`config.mk`:
```
export PLATFORM = sky130hd
export DESIGN_NAME = fb_console_ctrl
export DESIGN_NICKNAME = d
export VERILOG_FILES = /design/src/rtl/fb_console_pkg.sv /design/src/rtl/fb_console_ctrl_addr_calc.sv /design/src/rtl/fb_console_ctrl.sv
export SDC_FILE = /design/constraint.sdc
export NUM_CORES = 1
export LEC_CHECK = 0
export ABC_AREA = 1
export CAP_MARGIN = 20
export CORE_MARGIN = 2
export CORE_UTILIZATION = 57
export DETAILED_ROUTE_END_ITERATION = 12
export PLACE_DENSITY = 0.85
export SETUP_SLACK_MARGIN = 0.5
export SLEW_MARGIN = 20
export SYNTH_ARGS = -nofsm -noshare
export SYNTH_HDL_FRONTEND = slang
export SYNTH_SLANG_ARGS = --single-unit
export TNS_END_PERCENT = 50
```
`constraint.sdc`:
```
create_clock -name clk -period 3.41 [get_ports clk]
set_input_delay 0.682 -clock clk [delete_from_list [all_inputs] [get_ports clk]]
set_output_delay 0.682 -clock clk [all_outputs]
set_load 0.01 [all_outputs]
```
`src/rtl/fb_console_pkg.sv`:
```
// Shared types and constants for the framebuffer text-console sequencer.
// Optional build macro used by the top: FB_CONSOLE_AUTOWRAP_EN.
package fb_console_pkg;

    localparam int ADDR_W   = 12;
    localparam int DEF_COLS = 98;
    localparam int DEF_ROWS = 36;

    localparam logic [7:0] CC_LF = 8'h0A;
    localparam logic [7:0] CC_CR = 8'h0D;
    localparam logic [7:0] CC_BS = 8'h08;
    localparam logic [7:0] CC_FF = 8'h0C;

    typedef enum logic [2:0] {
        IDLE,
        PUT,
        CLEAR,
        SCROLL_RD,
        SCROLL_WAIT,
        SCROLL_WR,
        FILL
    } state_t;

endpackage

```
`src/rtl/fb_console_ctrl_addr_calc.sv`:
```
// Registered cursor-to-cell address: addr = row*COLS + col, one cycle behind the cursor.
module fb_addr_calc
    import fb_console_pkg::*;
#(
    parameter int COLS = DEF_COLS
) (
    input  logic              clk,
    input  logic              rst,
    input  logic [5:0]        row,
    input  logic [6:0]        col,
    output logic [ADDR_W-1:0] addr
);

    localparam logic [ADDR_W-1:0] COLS_A = ADDR_W'(COLS);

    always_ff @(posedge clk or posedge rst) begin
        if (rst) begin
            addr <= '0;
        end else begin
            addr <= ADDR_W'(row) * COLS_A + ADDR_W'(col);
        end
    end

endmodule

```
`src/rtl/fb_console_ctrl.sv`:
```
// Text-console sequencer driving framebuffer port B: glyph print, LF/CR/BS/FF, clear and scroll.
// Build macro FB_CONSOLE_AUTOWRAP_EN: a printable byte in the last column wraps to the next line.
module fb_console_ctrl
    import fb_console_pkg::*;
#(
    parameter int         COLS       = DEF_COLS,
    parameter int         ROWS       = DEF_ROWS,
    parameter logic [7:0] FILL_CHAR  = 8'h20,
    parameter int         RD_LATENCY = 1
) (
    input  logic        clk,
    input  logic        rst,
    input  logic        char_valid,
    input  logic [7:0]  char_data,
    output logic        char_ready,
    output logic        busy,
    output logic [6:0]  cur_col,
    output logic [5:0]  cur_row,
    output logic [11:0] fb_addr,
    output logic [7:0]  fb_data,
    output logic        fb_we,
    output logic [11:0] fb_addr_rd,
    output logic        fb_rd_en,
    input  logic [7:0]  fb_data_rd
);

    localparam logic [ADDR_W-1:0] COLS_A      = ADDR_W'(COLS);
    localparam logic [ADDR_W-1:0] LAST_CELL   = ADDR_W'(COLS*ROWS - 1);
    localparam logic [ADDR_W-1:0] SCROLL_LAST = ADDR_W'((ROWS-1)*COLS - 1);
    localparam logic [ADDR_W-1:0] FILL_FIRST  = ADDR_W'((ROWS-1)*COLS);
    localparam logic [6:0]        LAST_COL    = 7'(COLS - 1);
    localparam logic [5:0]        LAST_ROW    = 6'(ROWS - 1);
    localparam logic [1:0]        WAIT_INIT   = 2'((RD_LATENCY > 1) ? RD_LATENCY - 2 : 0);

    state_t            state;
    logic [ADDR_W-1:0] idx;
    logic [ADDR_W-1:0] cell_addr;
    logic [1:0]        wait_cnt;
    logic [7:0]        data_q;
    logic              pass;
    logic              wrap_scroll;

    fb_addr_calc #(.COLS(COLS)) u_addr_calc (
        .clk  (clk),
        .rst  (rst),
        .row  (cur_row),
        .col  (cur_col),
        .addr (cell_addr)
    );

    // Scroll copy writes forward the read port data in the same cycle, keeping a cell at 1+RD_LATENCY cycles.
    assign fb_data = pass ? fb_data_rd : data_q;

    always_ff @(posedge clk or posedge rst) begin
        if (rst) begin
            state       <= IDLE;
            char_ready  <= 1'b0;
            busy        <= 1'b0;
            cur_col     <= '0;
            cur_row     <= '0;
            fb_addr     <= '0;
            fb_we       <= 1'b0;
            fb_addr_rd  <= '0;
            fb_rd_en    <= 1'b0;
            idx         <= '0;
            wait_cnt    <= '0;
            data_q      <= '0;
            pass        <= 1'b0;
            wrap_scroll <= 1'b0;
        end else begin
            case (state)
                IDLE: begin
                    if (!char_ready) begin
                        char_ready <= 1'b1;
                    end else if (char_valid) begin
                        char_ready <= 1'b0;
                        state      <= PUT;
                        case (char_data)
                            CC_LF: begin
                                if (cur_row == LAST_ROW) begin
                                    state      <= SCROLL_RD;
                                    busy       <= 1'b1;
                                    fb_rd_en   <= 1'b1;
                                    fb_addr_rd <= COLS_A;
                                    idx        <= '0;
                                end else begin
                                    cur_row <= cur_row + 6'd1;
                                end
                            end
                            CC_CR: cur_col <= '0;
                            CC_BS: begin
                                if (cur_col != 7'd0) begin
                                    cur_col <= cur_col - 7'd1;
                                    fb_we   <= 1'b1;
                                    fb_addr <= cell_addr - 12'd1;
                                    data_q  <= FILL_CHAR;
                                end
                            end
                            CC_FF: begin
                                state   <= CLEAR;
                                busy    <= 1'b1;
                                cur_col <= '0;
                                cur_row <= '0;
                                fb_we   <= 1'b1;
                                fb_addr <= '0;
                                data_q  <= FILL_CHAR;
                            end
                            default: begin
                                // cell_addr is stable here: the cursor has not moved for at least one cycle
                                fb_we   <= 1'b1;
                                fb_addr <= cell_addr;
                                data_q  <= char_data;
                                if (cur_col != LAST_COL) begin
                                    cur_col <= cur_col + 7'd1;
                                end
`ifdef FB_CONSOLE_AUTOWRAP_EN
                                else begin
                                    cur_col <= '0;
                                    if (cur_row == LAST_ROW) begin
                                        wrap_scroll <= 1'b1;
                                    end else begin
                                        cur_row <= cur_row + 6'd1;
                                    end
                                end
`endif
                            end
                        endcase
                    end
                end
                PUT: begin
                    fb_we <= 1'b0;
                    if (wrap_scroll) begin
                        wrap_scroll <= 1'b0;
                        state       <= SCROLL_RD;
                        busy        <= 1'b1;
                        fb_rd_en    <= 1'b1;
                        fb_addr_rd  <= COLS_A;
                        idx         <= '0;
                    end else begin
                        state      <= IDLE;
                        char_ready <= 1'b1;
                    end
                end
                CLEAR, FILL: begin
                    if (fb_addr == LAST_CELL) begin
                        fb_we      <= 1'b0;
                        busy       <= 1'b0;
                        char_ready <= 1'b1;
                        state      <= IDLE;
                    end else begin
                        fb_addr <= fb_addr + 12'd1;
                    end
                end
                SCROLL_RD: begin
                    fb_rd_en <= 1'b0;
                    if (RD_LATENCY > 1) begin
                        state    <= SCROLL_WAIT;
                        wait_cnt <= WAIT_INIT;
                    end else begin
                        state   <= SCROLL_WR;
                        fb_we   <= 1'b1;
                        fb_addr <= idx;
                        pass    <= 1'b1;
                    end
                end
                SCROLL_WAIT: begin
                    if (wait_cnt == 2'd0) begin
                        state   <= SCROLL_WR;
                        fb_we   <= 1'b1;
                        fb_addr <= idx;
                        pass    <= 1'b1;
                    end else begin
                        wait_cnt <= wait_cnt - 2'd1;
                    end
                end
                SCROLL_WR: begin
                    fb_we  <= 1'b0;
                    pass   <= 1'b0;
                    data_q <= fb_data_rd;
                    if (idx == SCROLL_LAST) begin
                        state   <= FILL;
                        fb_we   <= 1'b1;
                        fb_addr <= FILL_FIRST;
                        data_q  <= FILL_CHAR;
                    end else begin
                        idx        <= idx + 12'd1;
                        state      <= SCROLL_RD;
                        fb_rd_en   <= 1'b1;
                        fb_addr_rd <= idx + 12'd1 + COLS_A;
                    end
                end
                default: state <= IDLE;
            endcase
        end
    end

endmodule

```
==> metrics, run 1 <==
outcome completed; Die W 104 um; fraction of synthesized area in multiplexers 0; share of cells above drive strength 1 0.0603; largest family of logic cells by synthesized area simple AND/OR/NAND/NOR gates; synth unique cells 44; syn_area_per_cell 6.99 um^2; starting DRC count in detailed routing 443; Final Cycle Share 0.820; crit-path max FO 9; r2r setup slk 0.62 ns; slowest CP cell fa_2; crit-path max cell delay 0.58 ns; Yosys warning count 0; total CTS buffers 9; grt ovf 0; Synth Flop Type dfrtp_1; Top Usage Layer GRT met2; antenna cells 0; XOR/XNOR Fraction of Synth Area 0.0398; kind of critical path register to register; Clock Sinks 78; first-pass GRT wire length 24300 um; VDD IR max 0.162 mV; Worst Setup End Kind register; drc violations 0; total of max-cap violations 0; clk_skew 0.0120 ns; # hold bufs at CTS 0; initial antenna violation count 0; Worst-path clk slew 0.09 ns; RSZ-0062 raised after global routing no; Min Clock Period, post-route 2.79 ns; Multi-input gate area 0.00329 mm^2; Hold Vio Cnt, Final 0; Worst Path Required 3.66 ns; Mapped Area 0.00572 mm^2; largest net degree at the start of global routing 79; measured slew at the worst slew-check pin 0.624 ns; remaining antenna violation count after routing 0; FF/Latch Area 0.00196 mm^2; Critical R2R Launch cur_row[0]$_DFFE_PP0P_; Final setup viols 0; Die Y-Extent 104 um; area grow syn2layout 18.2%; Synth area leaders dfrtp_1, nand2_1, ha_1; Power Density 246 mW/mm^2; Post-Syn Instances 818; Worst slew margin 0.582; core occupancy in the finished layout 0.691; Port Buffer Count 67; register bit total from synthesis 78; Cells after DPL 1010; via count 5672; RePlAce Congestion 0.948; Leak Pwr 0.00350 uW; Tot GR Track Use 0.273; critical path's top delay family adder cells; met1 usage 0.362; setup tns final 0 ns; CP Depth 11; Hold Crit Start wait_cnt[0]$_DFFE_PP0P_; post-synthesis simple-gate area fraction 0.319; Synth top area share 0.341; GR Util met3 0.0514; Critical Path AT 3.04 ns; Synth Area in Adders 0.0937; r2r endpoint u_addr_calc.addr[11]$_DFF_PP0_; Fillers 853; row count 36; clk buf depth 2; GR Util met2 0.445; drt first pass iters 5; Root Driver clkbuf_8; wire per inst 14.1 um; FFs w/ async S/R, synth 1.00; CTS tree done; ordered cell list for the critical path ha_2, ha_1, ha_1, ha_2, fa_2, nand2_2, inv_1, nand4_1, o21ai_2, nand2_1, xnor2_2; clk_lat worst skew 0.36 ns; Syn Nets 878; Compound-Gate Fraction of Synth Area 0.117; I/O Pins 68; pre-CTS setup slack 0.458 ns; Hold Path Cell Cnt 1; CP Buf/Inv Count 1; vias in the first global route 5210; HP Class register to register; core footprint 0.00977 mm^2; Starting Density 0.585; DR vias/cell 5.51; Non-Filler Instances 1029; Slew Limit Fails 0; Hold Crit Endpoint wait_cnt[0]$_DFFE_PP0P_; Routed WL 14500 um; number of flops mapped to enable cells by yosys 0; area of the die 0.0108 mm^2; sequential area share after synthesis 0.341; startpoint types register; Final nets 951; Synth area leader dfrtp_1; Worst Reg-to-Reg Cells 11; Max Freq 358 MHz; setup ws final 0.615 ns; Final HPWL DP 10900 um; CTS H-tree lvls 3
-- power breakdown --
| part | total, uW | internal (uW) | switching (uW) |
|---|---|---|---|
| registers | 931 | 929 | 2.49 |
| logic | 84.8 | 38.4 | 46.4 |
| clock network | 649 | 285 | 365 |
| total | 1670 | 1250 | 413 |
-- cell type report --
cell class,instances,area share
timing repair buffer,74,0.109
clock buffer,11,0.0209
tap,133,0.0246
sequential,78,0.289
multi-input combinational,614,0.487
clock inverter,5,0.00500
inverter,114,0.0642
-- routing by layer --
metal,vias up,part of all wire
met5,-,0
met4,0,0.025
met3,35,0.067
met2,211,0.47
met1,2605,0.44
li1,2821,-
-- Yosys cell counts (3+ instances only) --
cell / number
clkbuf_1: 3
inv_1: 107
o21ai_0: 66
o22ai_1: 7
o31ai_1: 3
fa_1: 3
ha_1: 38
buf_4: 5
a21oi_1: 26
xor2_1: 14
o21ai_1: 4
dfrtp_1: 78
nand3_1: 67
nor3_1: 12
nor2_1: 65
nand2_2: 6
inv_2: 4
buf_2: 3
xnor2_1: 12
nand2_1: 244
nand4_1: 20
-- state kept, by name (all words and copies together) (netlist names) --
signal and flops:
busy 1, char_ready 1, cur_col 7, cur_row 6, data_q 8, fb_addr 12
fb_addr_rd 12, fb_rd_en 1, fb_we 1, idx 11, pass 1, state 3
u_addr_calc.addr 12, wait_cnt 2
-- worst max path at each step --
stage | to | slack (ns) | startpoint
after CTS | u_addr_calc.addr[11]$_DFF_PP0_ | 0.52 | cur_row[1]$_DFFE_PP0P_
after global routing | u_addr_calc.addr[11]$_DFF_PP0_ | 0.53 | cur_row[0]$_DFFE_PP0P_
final | u_addr_calc.addr[11]$_DFF_PP0_ | 0.62 | cur_row[0]$_DFFE_PP0P_
after floorplan | u_addr_calc.addr[11]$_DFF_PP0_ | 0.65 | cur_row[2]$_DFFE_PP0P_
after global placement | cur_col[6]$_DFFE_PP0P_ | 0.56 | char_data[2]
after detailed placement | u_addr_calc.addr[11]$_DFF_PP0_ | 0.46 | cur_row[0]$_DFFE_PP0P_
-- placed cells by master, fill, tap and decap left out, types with 11 or more instances in the layout --
| master | instances |
|---|---|
| nand2_1 | 243 |
| inv_1 | 106 |
| dfrtp_1 | 75 |
| nand3_1 | 67 |
| clkdlybuf4s50_1 | 67 |
| nor2_1 | 65 |
| o21ai_0 | 65 |
| ha_1 | 35 |
| a21oi_1 | 26 |
| nand4_1 | 20 |
| xor2_1 | 14 |
| nor3_1 | 12 |
| xnor2_1 | 11 |
-- per-stage QoR --
| stage | area (um^2) | hold WS, ns | power (uW) |
|---|---|---|---|
| 4_1_cts | 6700 | 0.473 | 1670 |
| 2_1_floorplan | 5720 | 0.442 | 988 |
| 5_1_grt | 6760 | 0.484 | 1720 |
| 6_report | 6760 | 0.470 | 1670 |
| 3_3_place_gp | 6520 | 0.454 | 1030 |
| 3_5_place_dp | 6520 | 0.459 | 1030 |
-- kinds of logic (layout without fill, tap and decap cells) --
group / count (synthesis) / count (layout)
AOI/OAI and AO/OA: 122 / 122
xor gates and xnor gates: 26 / 26
adders and majority gates: 41 / 41
buffers and inverters: 126 / 204
DFF: 78 / 78
and+or+nand+nor: 425 / 425
-- repair_timing --
action	4_1_cts	5_1_grt
setup endpoints to repair	1	1
buffers inserted	0	3
pin swaps	0	2
gates resized for setup	3	8
(Power assumes the default switching activity.)
==> run 2: changes to the inputs <==
--- a/config.mk
+++ b/config.mk
@@ -8,9 +8,9 @@
 export ABC_AREA = 1
 export CAP_MARGIN = 20
 export CORE_MARGIN = 2
-export CORE_UTILIZATION = 57
+export CORE_UTILIZATION = 52
 export DETAILED_ROUTE_END_ITERATION = 12
-export PLACE_DENSITY = 0.85
+export PLACE_DENSITY = 0.82
 export SETUP_SLACK_MARGIN = 0.5
 export SLEW_MARGIN = 20
 export SYNTH_ARGS = -nofsm -noshare
==> constraint.sdc (replaced) <==
create_clock -name clk -period 2.5 [get_ports clk]
set_input_delay 0.5 -clock clk [delete_from_list [all_inputs] [get_ports clk]]
set_output_delay 0.5 -clock clk [all_outputs]
set_load 0.01 [all_outputs]
==> run 2 against run 1 <==
Effect of this change: the run now ends with negative setup slack left; routed wire length increased by 26%; hold slack got worse by 0.070 ns; sequential share of layout area decreased by 4.3 points; setup slack got worse by 0.69 ns; die area increased by 9.2%; fmax increased by 8.5%; sequential cell count unchanged; critical path type unchanged; critical endpoint unchanged; largest cell class unchanged; highest routed layer unchanged.
==> metrics, run 2 (synthesized netlist as in run 1, its figures left out) <==
outcome finished, violations left; failing checks negative setup slack; Root Driver clkbuf_8; drc violations 0 (unchanged); clk_lat worst skew 0.37 ns (about the same); clk_skew 0.0157 ns (+0.00372 ns); largest net degree at the start of global routing 28 (-65%); initial antenna violation count 0 (unchanged); Fillers 755 (-11%); Port Buffer Count 67 (unchanged); Hold Vio Cnt, Final 0 (unchanged); Final nets 1035 (+8.8%); vias in the first global route 5761 (+11%); fin area 0.00798 mm^2 (+18%); Worst-path clk slew 0.09 ns (about the same); Tot GR Track Use 0.291 (+0.0177); kind of critical path register to register; setup tns final -0.112 ns (-0.112 ns); Die Y-Extent 109 um (+4.5%); antenna cells 0 (unchanged); CTS H-tree lvls 3 (unchanged); RePlAce Congestion 0.938 (-1.1%); CTS tree done; Leak Pwr 0.00400 uW (+14%); Starting Density 0.530 (-0.0552); setup ws final -0.0767 ns (-0.692 ns); placed cell areas 0.00693 mm^2 (+6.2%); Max Freq 388 MHz (+8.5%); drt first pass iters 7 (+2); row count 38 (+5.6%); total CTS buffers 9 (unchanged); area of the die 0.0118 mm^2 (+9.2%); most frequent cells in the layout nand2_1, inv_1, buf_4, dfrtp_1, nand3_1; core footprint 0.0108 mm^2 (+10%); wire per inst 16.3 um (+15%); biggest regs fb_addr: 12 flops, fb_addr_rd: 12 flops, u_addr_calc.addr: 12 flops; Power Density 313 mW/mm^2 (+27%); area grow syn2layout 39.6%; Final setup viols 2 (+2); Clock Sinks 78 (unchanged); via count 6413 (+13%); Critical Path AT 2.82 ns (-0.22 ns); Die W 109 um (+4.5%); startpoint types register; starting DRC count in detailed routing 587 (+33%); share of cells above drive strength 1 0.219 (+0.159); first-pass GRT wire length 27200 um (+12%); Worst slew margin 0.680 (+0.0987); I/O Pins 68 (unchanged); DR vias/cell 5.73 (+3.9%); Routed WL 18200 um (+26%); grt ovf 0 (unchanged); Min Clock Period, post-route 2.58 ns (-0.218 ns); remaining antenna violation count after routing 0 (unchanged); total of max-cap violations 0 (unchanged); clk buf depth 2 (unchanged); measured slew at the worst slew-check pin 0.478 ns (-0.146 ns); Final Cycle Share 1.03 (+0.211); pre-CTS setup slack -0.163 ns (-0.621 ns); RSZ-0062 raised after global routing yes; Worst Path Required 2.74 ns (-0.92 ns); most common cell after layout, fill and taps aside nand2_1; Worst Setup End Kind register; crit-path max FO 4 (-5); Slew Limit Fails 0 (unchanged); # hold bufs at CTS 0 (unchanged); HP Class input port to async pin; VDD IR max 0.304 mV (+87%); Final HPWL DP 12000 um (+9.4%)
-- run 2: cell types whose count changed in the layout (fill, tap and decap cells not counted), sizes merged, moves of 2 or more --
cell	before	now
clkdlybuf4s15	0	5
clkinv	4	1
clkinvlp	2	5
buf	7	92
dlygate4sd2	0	7
dlymetal6s2s	0	3
bufinv	0	2
clkbuf	11	13
clkdlybuf4s50	67	46
nor2	69	71
-- run 2: final timing paths --
path	from	end	slack, ns	cells past startpoint
hold reg to reg	fb_addr_rd[2]$_DFFE_PP0P_	fb_addr_rd[2]$_DFFE_PP0P_	0.48	2
hold / removal	rst	fb_addr[8]$_DFFE_PP0P_	0.40	2
setup / recovery	cur_row[1]$_DFFE_PP0P_	u_addr_calc.addr[11]$_DFF_PP0_	-0.08	11
max in group asynchronous	rst	cur_row[0]$_DFFE_PP0P_	1.52	3
min in group clk	fb_addr_rd[2]$_DFFE_PP0P_	fb_addr_rd[2]$_DFFE_PP0P_	0.48	2
setup reg to reg	cur_row[1]$_DFFE_PP0P_	u_addr_calc.addr[11]$_DFF_PP0_	-0.08	11
-- run 2: layer usage --
metal	global-route usage	routed length (um)	vias up
met4	0.105	601	0
met1	0.371	7250	3019
met5	0	0	-
met2	0.506	9000	343
met3	0.0353	1380	58
li1	-	-	2993
-- run 2: stage by stage --
stage                      util  std cells  hold WS, ns  total power (uW)
after CTS                 0.692       1096        0.409              2490
after floorplan               -        818        0.442              1350
after global routing      0.740       1120        0.424              2570
final                     0.740       1120        0.401              2500
after global placement    0.642       1059        0.455              1420
after detailed placement  0.642       1059        0.458              1430
-- run 2: cell type report --
cell class	count	area, um^2	area share
multi-input cells	616	3810	0.477
flip-flops and latches	78	1960	0.246
repair buffers	156	1370	0.171
inverters	114	447	0.0560
well taps	140	175	0.0219
clock buffers	10	128	0.0160
clock inverters	6	95.1	0.0119
-- run 2: critical path, cell delays in order, from the launching register on --
cell and delay (ns):
dfrtp_2 0.47, ha_4 0.29, ha_4 0.20, ha_4 0.22, ha_4 0.17, fa_2 0.56
nand2_2 0.07, inv_2 0.05, nand4_1 0.11, o21ai_2 0.09, nand2_1 0.09, xnor2_1 0.13
-- run 2: what timing repair did --
action,in CTS,in global routing
resized for setup,51,93
endpoints found under the setup margin,41,46
pin swaps,16,38
buffers inserted,21,22
gates cloned,0,2
-- run 2: where the power goes --
part | switching [uW] | internal, uW | leakage [uW]
combinational | 72.6 | 63.5 | 0.00303
sequential | 3.46 | 1270 | 0.000870
clock | 520 | 571 | 0.000105
total | 596 | 1900 | 0.00400
